===== config.mk =====
export PLATFORM = sky130hd
export DESIGN_NAME = risc_imem_responder
export DESIGN_NICKNAME = d
export VERILOG_FILES = /design/src/rtl/risc_imem_responder.sv
export SDC_FILE = /design/constraint.sdc
export NUM_CORES = 1
export LEC_CHECK = 0
export ABC_AREA = 1
export BUFFER_PORTS_ARGS = -buffer_cell sky130_fd_sc_hd__buf_4
export CORE_MARGIN = 10
export CORE_UTILIZATION = 30
export DETAILED_ROUTE_END_ITERATION = 10
export SETUP_SLACK_MARGIN = 0.05
export SLEW_MARGIN = 10
export SYNTH_ARGS = -nofsm -noshare
export SYNTH_HDL_FRONTEND = slang
export SYNTH_SLANG_ARGS = --single-unit

===== constraint.sdc =====
create_clock -name clk -period 4.54 [get_ports clk]
set_input_delay 0.681 -clock clk [delete_from_list [all_inputs] [get_ports clk]]
set_output_delay 0.681 -clock clk [all_outputs]
set_load 0.03 [all_outputs]

===== src/rtl/risc_imem_responder.sv =====
// Instruction-memory responder: registered 1-cycle reads for the fetch unit in RUN,
// and a handshaked loader port that fills the array (with per-word valid bits) in LOAD.
module risc_imem_responder #(
   parameter int unsigned       ADDR_W = 5,
   parameter int unsigned       DATA_W = 13,
   parameter logic [DATA_W-1:0] NOP    = '0
) (
   input  logic              clk,
   input  logic              rst_n,
   input  logic [ADDR_W-1:0] pc,
   output logic [DATA_W-1:0] instruction,
   input  logic              ld_start,
   input  logic              ld_valid,
   input  logic              ld_last,
   input  logic [DATA_W-1:0] ld_data,
   output logic              ld_ready,
   output logic              ld_done,
   output logic              loading,
   output logic [ADDR_W:0]   ld_count
);

   localparam int unsigned DEPTH = 1 << ADDR_W;
   localparam int unsigned CNT_W = ADDR_W + 1;

   typedef enum logic [1:0] {
      IDLE = 2'd0,
      LOAD = 2'd1,
      RUN  = 2'd2
   } state_t;

   state_t              state, state_d;
   logic [DATA_W-1:0]   mem [DEPTH];
   logic [DEPTH-1:0]    valid;
   logic [ADDR_W-1:0]   wptr, wptr_d;
   logic [DATA_W-1:0]   instruction_d;
   logic                ld_ready_d;
   logic                ld_done_d;
   logic                loading_d;
   logic [CNT_W-1:0]    ld_count_d;
   logic                clear_valid;
   logic                wr_en;

   // State, output and bookkeeping registers
   always_ff @(posedge clk) begin
      if (!rst_n) begin
         state       <= IDLE;
         instruction <= NOP;
         ld_ready    <= 1'b0;
         ld_done     <= 1'b0;
         loading     <= 1'b0;
         ld_count    <= '0;
         wptr        <= '0;
         valid       <= '0;
      end else begin
         state       <= state_d;
         instruction <= instruction_d;
         ld_ready    <= ld_ready_d;
         ld_done     <= ld_done_d;
         loading     <= loading_d;
         ld_count    <= ld_count_d;
         wptr        <= wptr_d;
         if (clear_valid) begin
            valid <= '0;
         end else if (wr_en) begin
            valid[wptr] <= 1'b1;
         end
      end
   end

   // Program array; contents intentionally survive reset
   always_ff @(posedge clk) begin
      if (rst_n && wr_en) begin
         mem[wptr] <= ld_data;
      end
   end

   // Next-state and next-output logic
   always_comb begin
      state_d       = state;
      instruction_d = NOP;
      ld_ready_d    = 1'b0;
      ld_done_d     = 1'b0;
      loading_d     = 1'b0;
      ld_count_d    = ld_count;
      wptr_d        = wptr;
      clear_valid   = 1'b0;
      wr_en         = 1'b0;

      unique case (state)
         IDLE: begin
            if (ld_start) begin
               state_d     = LOAD;
               ld_ready_d  = 1'b1;
               loading_d   = 1'b1;
               ld_count_d  = '0;
               wptr_d      = '0;
               clear_valid = 1'b1;
            end
         end
         LOAD: begin
            ld_ready_d = 1'b1;
            loading_d  = 1'b1;
            if (ld_valid && ld_ready) begin
               wr_en      = 1'b1;
               wptr_d     = wptr + ADDR_W'(1);
               ld_count_d = ld_count + CNT_W'(1);
               // A full array ends the load regardless of ld_last
               if (ld_last || (wptr == ADDR_W'(DEPTH - 1))) begin
                  state_d    = RUN;
                  ld_ready_d = 1'b0;
                  loading_d  = 1'b0;
                  ld_done_d  = 1'b1;
               end
            end
         end
         RUN: begin
            if (ld_start) begin
               state_d     = LOAD;
               ld_ready_d  = 1'b1;
               loading_d   = 1'b1;
               ld_count_d  = '0;
               wptr_d      = '0;
               clear_valid = 1'b1;
            end else begin
               instruction_d = valid[pc] ? mem[pc] : NOP;
            end
         end
         default: begin
            state_d = IDLE;
         end
      endcase
   end

endmodule


; ---- Yosys cells after proc, flatten, opt, wreduce, memory -nomap -nowiden
; Memory sizes are Yosys's and may differ from the RTL's. A register that Yosys moved wholly into a read port is not among the register bits.
; Index checks and enable logic that the tools add are counted.
[classes]
n_addsub = 2
n_lt_le_gt_ge = 3
eq_ne = 6
muxes = 24
bitwise_logic = 4
reduce_logical = 12
[op_table]
columns = op, count
row1 = 32-bit bitwise OR, 1
row2 = 5-bit by 6-bit less-than comparator with 1-bit output (second input constant), 2
row3 = 6-bit 2-to-1 mux, 2
row4 = 6-bit case mux with 2 select lines, 1
row5 = 1-bit 2-to-1 mux, 11
row6 = 5-bit 2-to-1 mux, 2
row7 = 5-bit case mux with 2 select lines, 1
row8 = 3-bit AND reduction, 3
row9 = 6-bit by 1-bit adder with 6-bit output (second input constant), 1
row10 = 2-bit 2-to-1 mux, 3
row11 = 5-bit by 1-bit adder with 5-bit output (second input constant), 1
row12 = 1-bit binary-select mux with 5-bit select, 1
row13 = 1-bit demux with 5-bit select, 1
row14 = 5-bit equality test (second input constant), 1
row15 = 5-bit by 1-bit greater-or-equal comparator with 1-bit output (second input constant), 1
row16 = 2-bit != test (second input constant), 2
row17 = 2-bit case mux with 2 select lines, 1
row18 = 2-bit OR reduction, 2
row19 = 4-bit OR reduction, 1
row20 = 1-bit logical AND, 3
row21 = 1-bit NOT, 3
row22 = 2-bit by 1-bit equality test with 1-bit output (second input constant), 1
row23 = 2-bit equality test (second input constant), 1
row24 = 2-bit logical NOT, 1
row25 = other kinds (4), 4
[word_totals]
ff_bits = 47
ram_bits = 416
inputBits = 23
output_inout_bits = 22
word_cells = 58
n_memories = 1
[mem_list]
columns = name, depth, width, rd, rd_clocked_by_memory_dff, write_ports, line
row1 = mem, 32, 13, 1, 1, 1, 32  ; logic [DATA_W-1:0] mem [DEPTH];

; ---- Depth between registers and ports, before layout
[depth]
depth_word = 6
ltp_mapped = 13
ltp_nobuf = 9

; ---- Worst setup path before layout
; OpenSTA, ideal clock, no wires.
[synth_path]
path_type = input to register
from = in ld_valid
to = mem mem[0][0] (enable)
setup_time_ns = 0.400
arrival_ns = 2.395
required_ns = 4.140
setup_slack_ns = 1.745
cell_stages = 6
path_buffers = 0
cell_sequence = nand2_1 nor3_4 inv_2 nor2_1 inv_1 nor3_1
[synth_via]
elab_chain_len = 6
[synth_lines]
columns = item, line
row1 = "start, declared", 13  ; input logic ld_valid,
row2 = 1-bit logical AND, 103  ; if (ld_valid && ld_ready) begin
row3 = 1-bit 2-to-1 mux, 103
row4 = 1-bit 2-to-1 mux, 89  ; unique case (state)
row5 = 1-bit logical AND, 72  ; if (rst_n && wr_en) begin
row6 = 1-bit 2-to-1 mux, 72
row7 = 1-bit 2-to-1 mux (implied by the code), 73  ; mem[wptr] <= ld_data;
row8 = "end, declared", 32
; No other way between the ends.

; ---- Worst setup path after layout
[layout_path]
from = reg state[0]
to = mem mem[8][6] (enable)
[layout_via]
elab_chain_len = 5
[layout_lines]
columns = item, line
row1 = "start, declared", 31  ; state_t state, state_d;
row2 = "start signal, assigned", 55  ; state <= state_d;
row3 = 2-bit by 1-bit equality test with 1-bit output, 89
row4 = 1-bit 2-to-1 mux, 89
row5 = 1-bit logical AND, 72
row6 = 1-bit 2-to-1 mux, 72
row7 = 1-bit 2-to-1 mux (implied by the code), 73
; No other way between the ends.

==> metrics.csv <==
metric;value;unit
ant_nets;0;
async_flop_share;0;%
worst_r2r_endpoint;mem[8][6];
die_w;275;um
worstPathRequired;4.73;ns
end_kind;flip-flop;
core;64500;sq um
crit_fanout;13;
syn_area_per_cell;10.8;sq um
status;completed;
max_slew_margin;24.7;%
grt_pass1_vias;12800;
hold_path.class;in2reg;
fin_setup_tns;0;ns
clk_pin_slew;0.06;ns
yosysUniqueCellTypes;30;
rsz0062_at_grt;no;
io_pins;45;
dp_hpwl;30100;um
cts_tree;done;
vdd_drop_max;0.000266;V
grt-ovfl-total;0;
drive_above_1_share;10.4;%
r2r-start;state[0];
die_h;275;um
layout_commonest_cell;nand2_1;
yosysWarnings;0;
endpoint;mem[8][6];
synth_area;19500;sq um
path_class;reg2reg;
postCtsSetupBuffers;0;
dieArea;75800;sq um
reg2reg_depth;6;
critPathLaunchType;flip-flop;
setup_viol_count_final;0;
leakagePower;8.04;nW
cp.arrival;3.02;ns
num_antenna_cells;0;
routed_wl;52200;um
cp-startpoint;state[0];
num_vias;13100;
drv_slew;0;
numPortBuffers;44;
rrSetupSlack;1.71;ns
p_per_area;412;nW/um^2
vias_per_cell;4.80;
syn_nets;1834;
antenna_found_initial;1;
final_area;22300;sq um
clockBufferDepth;3;
drtIter0Drc;1211;
cts-resized-gates;0;
grt_max_degree;144;
ys_ff_latch;476;
cts_hold_buf;0;
firstDrtPassIters;5;
synth-edff-count;416;
n_fill_cell;6422;
mostFrequentLayoutCells;nand2_1 (418), edfxtp_1 (416), nor2_1 (306), nand3_1 (191), o21ai_0 (132);
grt_pass1_wl;79100;um
maxCapViolCount;0;
cts_buffers;48;
yosys_most_used_dff;edfxtp_1;
hold_viol;0;
cts_root_buf;clkbuf_16;
gp_congestion;0.807;
clock_sinks;476;
grt_usage;13.7;%
fmax;354;MHz
fin_crit;2.83;ns
cts.htree.levels;2;
drc;0;
place_area;20800;sq um
worstMarginPinSlew;1.12;ns
fin_worst_skew;0.0253;ns
synth_cells;1805;
clock_latency;0.59;ns
syn_to_final_growth;14.3;%
yosysSeqAreaShare;70.1;%
final_nets;1862;
routedWlPerCell;19.1;um
num_rows;93;
start_util;30.3;%
timing.final.crit_share;62.3;%
-- final cells by class --
type	instances	area [sq um]	area share, %
sequential	476	13700	61.3
multi-input combinational	1142	5050	22.6
clock buffer	72	1420	6.37
tap	855	1070	4.79
timing repair buffer	80	619	2.77
inverter	85	327	1.46
clock inverter	18	153	0.684
-- synthesized netlist by cell type, types with 13 or more instances --
library cell  count  share of area, %
dfxtp_1          60               6.1
inv_1            81               1.6
nand3_1         191               4.9
buf_4            13              0.50
a21oi_1          27              0.69
clkbuf_1         33              0.63
buf_2            31              0.79
edfxtp_1        416                64
buf_1            13              0.25
o211ai_1         21              0.81
nand2_1         418               8.0
o21ai_0         132               3.4
nor3_1           20              0.51
nor2_1          307               5.9
-- per-stage QoR --
step                      hold slack (ns)  power (mW)  setup slack [ns]  instances  utilization [%]
final                               0.374        9.20              1.71       2728             34.6
after CTS                           0.343        9.26              1.56       2728             34.6
after detailed placement            0.441        5.35              1.21       2638             32.2
after global routing                0.367        9.49              1.50       2728             34.6
after floorplan                     0.430        5.15              1.75       1805                -
after global placement              0.436        5.35              1.22       2638             32.2
-- power by group --
group | switching, mW | internal, mW | total [mW]
clock network | 1.66 | 2.29 | 3.94
registers | 0.00279 | 4.75 | 4.76
logic | 0.380 | 0.120 | 0.500
-- kinds of logic after synthesis --
group / Yosys count / share of synthesized area (%)
buffers and inverters: 187 / 4.60
flip-flops: 476 / 70.1
AO/OA/AOI/OAI: 180 / 4.88
AND/OR/NAND/NOR: 956 / 20.1
adder cells (fa/ha/maj): 6 / 0.384
-- flip-flops by register name (all words and copies together) (netlist names) --
register and count:
ld_done 1, loading 1, instruction 13, state 2, ld_count 6, valid 32, mem 416, wptr 5
-- critical path: stages (launching register included) --
cell	delay [ns]
dfxtp_1	0.37
inv_1	0.09
nor3_4	0.29
inv_2	0.14
nor2_1	0.35
inv_1	0.29
nor3_2	0.90
-- how the worst min path moves through the flow --
stage	cells after the start	endpoint	slack (ns)	start
after floorplan	2	valid[12]	0.43	valid[12]
after global placement	2	valid[16]	0.44	valid[16]
after detailed placement	2	valid[25]	0.44	valid[25]
after CTS	3	ld_count[0]	0.34	rst_n
after global routing	3	ld_count[0]	0.37	rst_n
final	3	ld_count[0]	0.37	rst_n
-- routing by layer --
metal	global-route usage [%]	part of all wire, %	routed length [um]	vias to the layer above
li1	-	-	-	6191
met1	18.5	44	23200	6403
met2	21.6	46	24000	424
met3	2.54	6.6	3440	74
met4	4.98	2.9	1530	2
met5	0	0.027	14	-
Power figures use the tool's default switching activity.
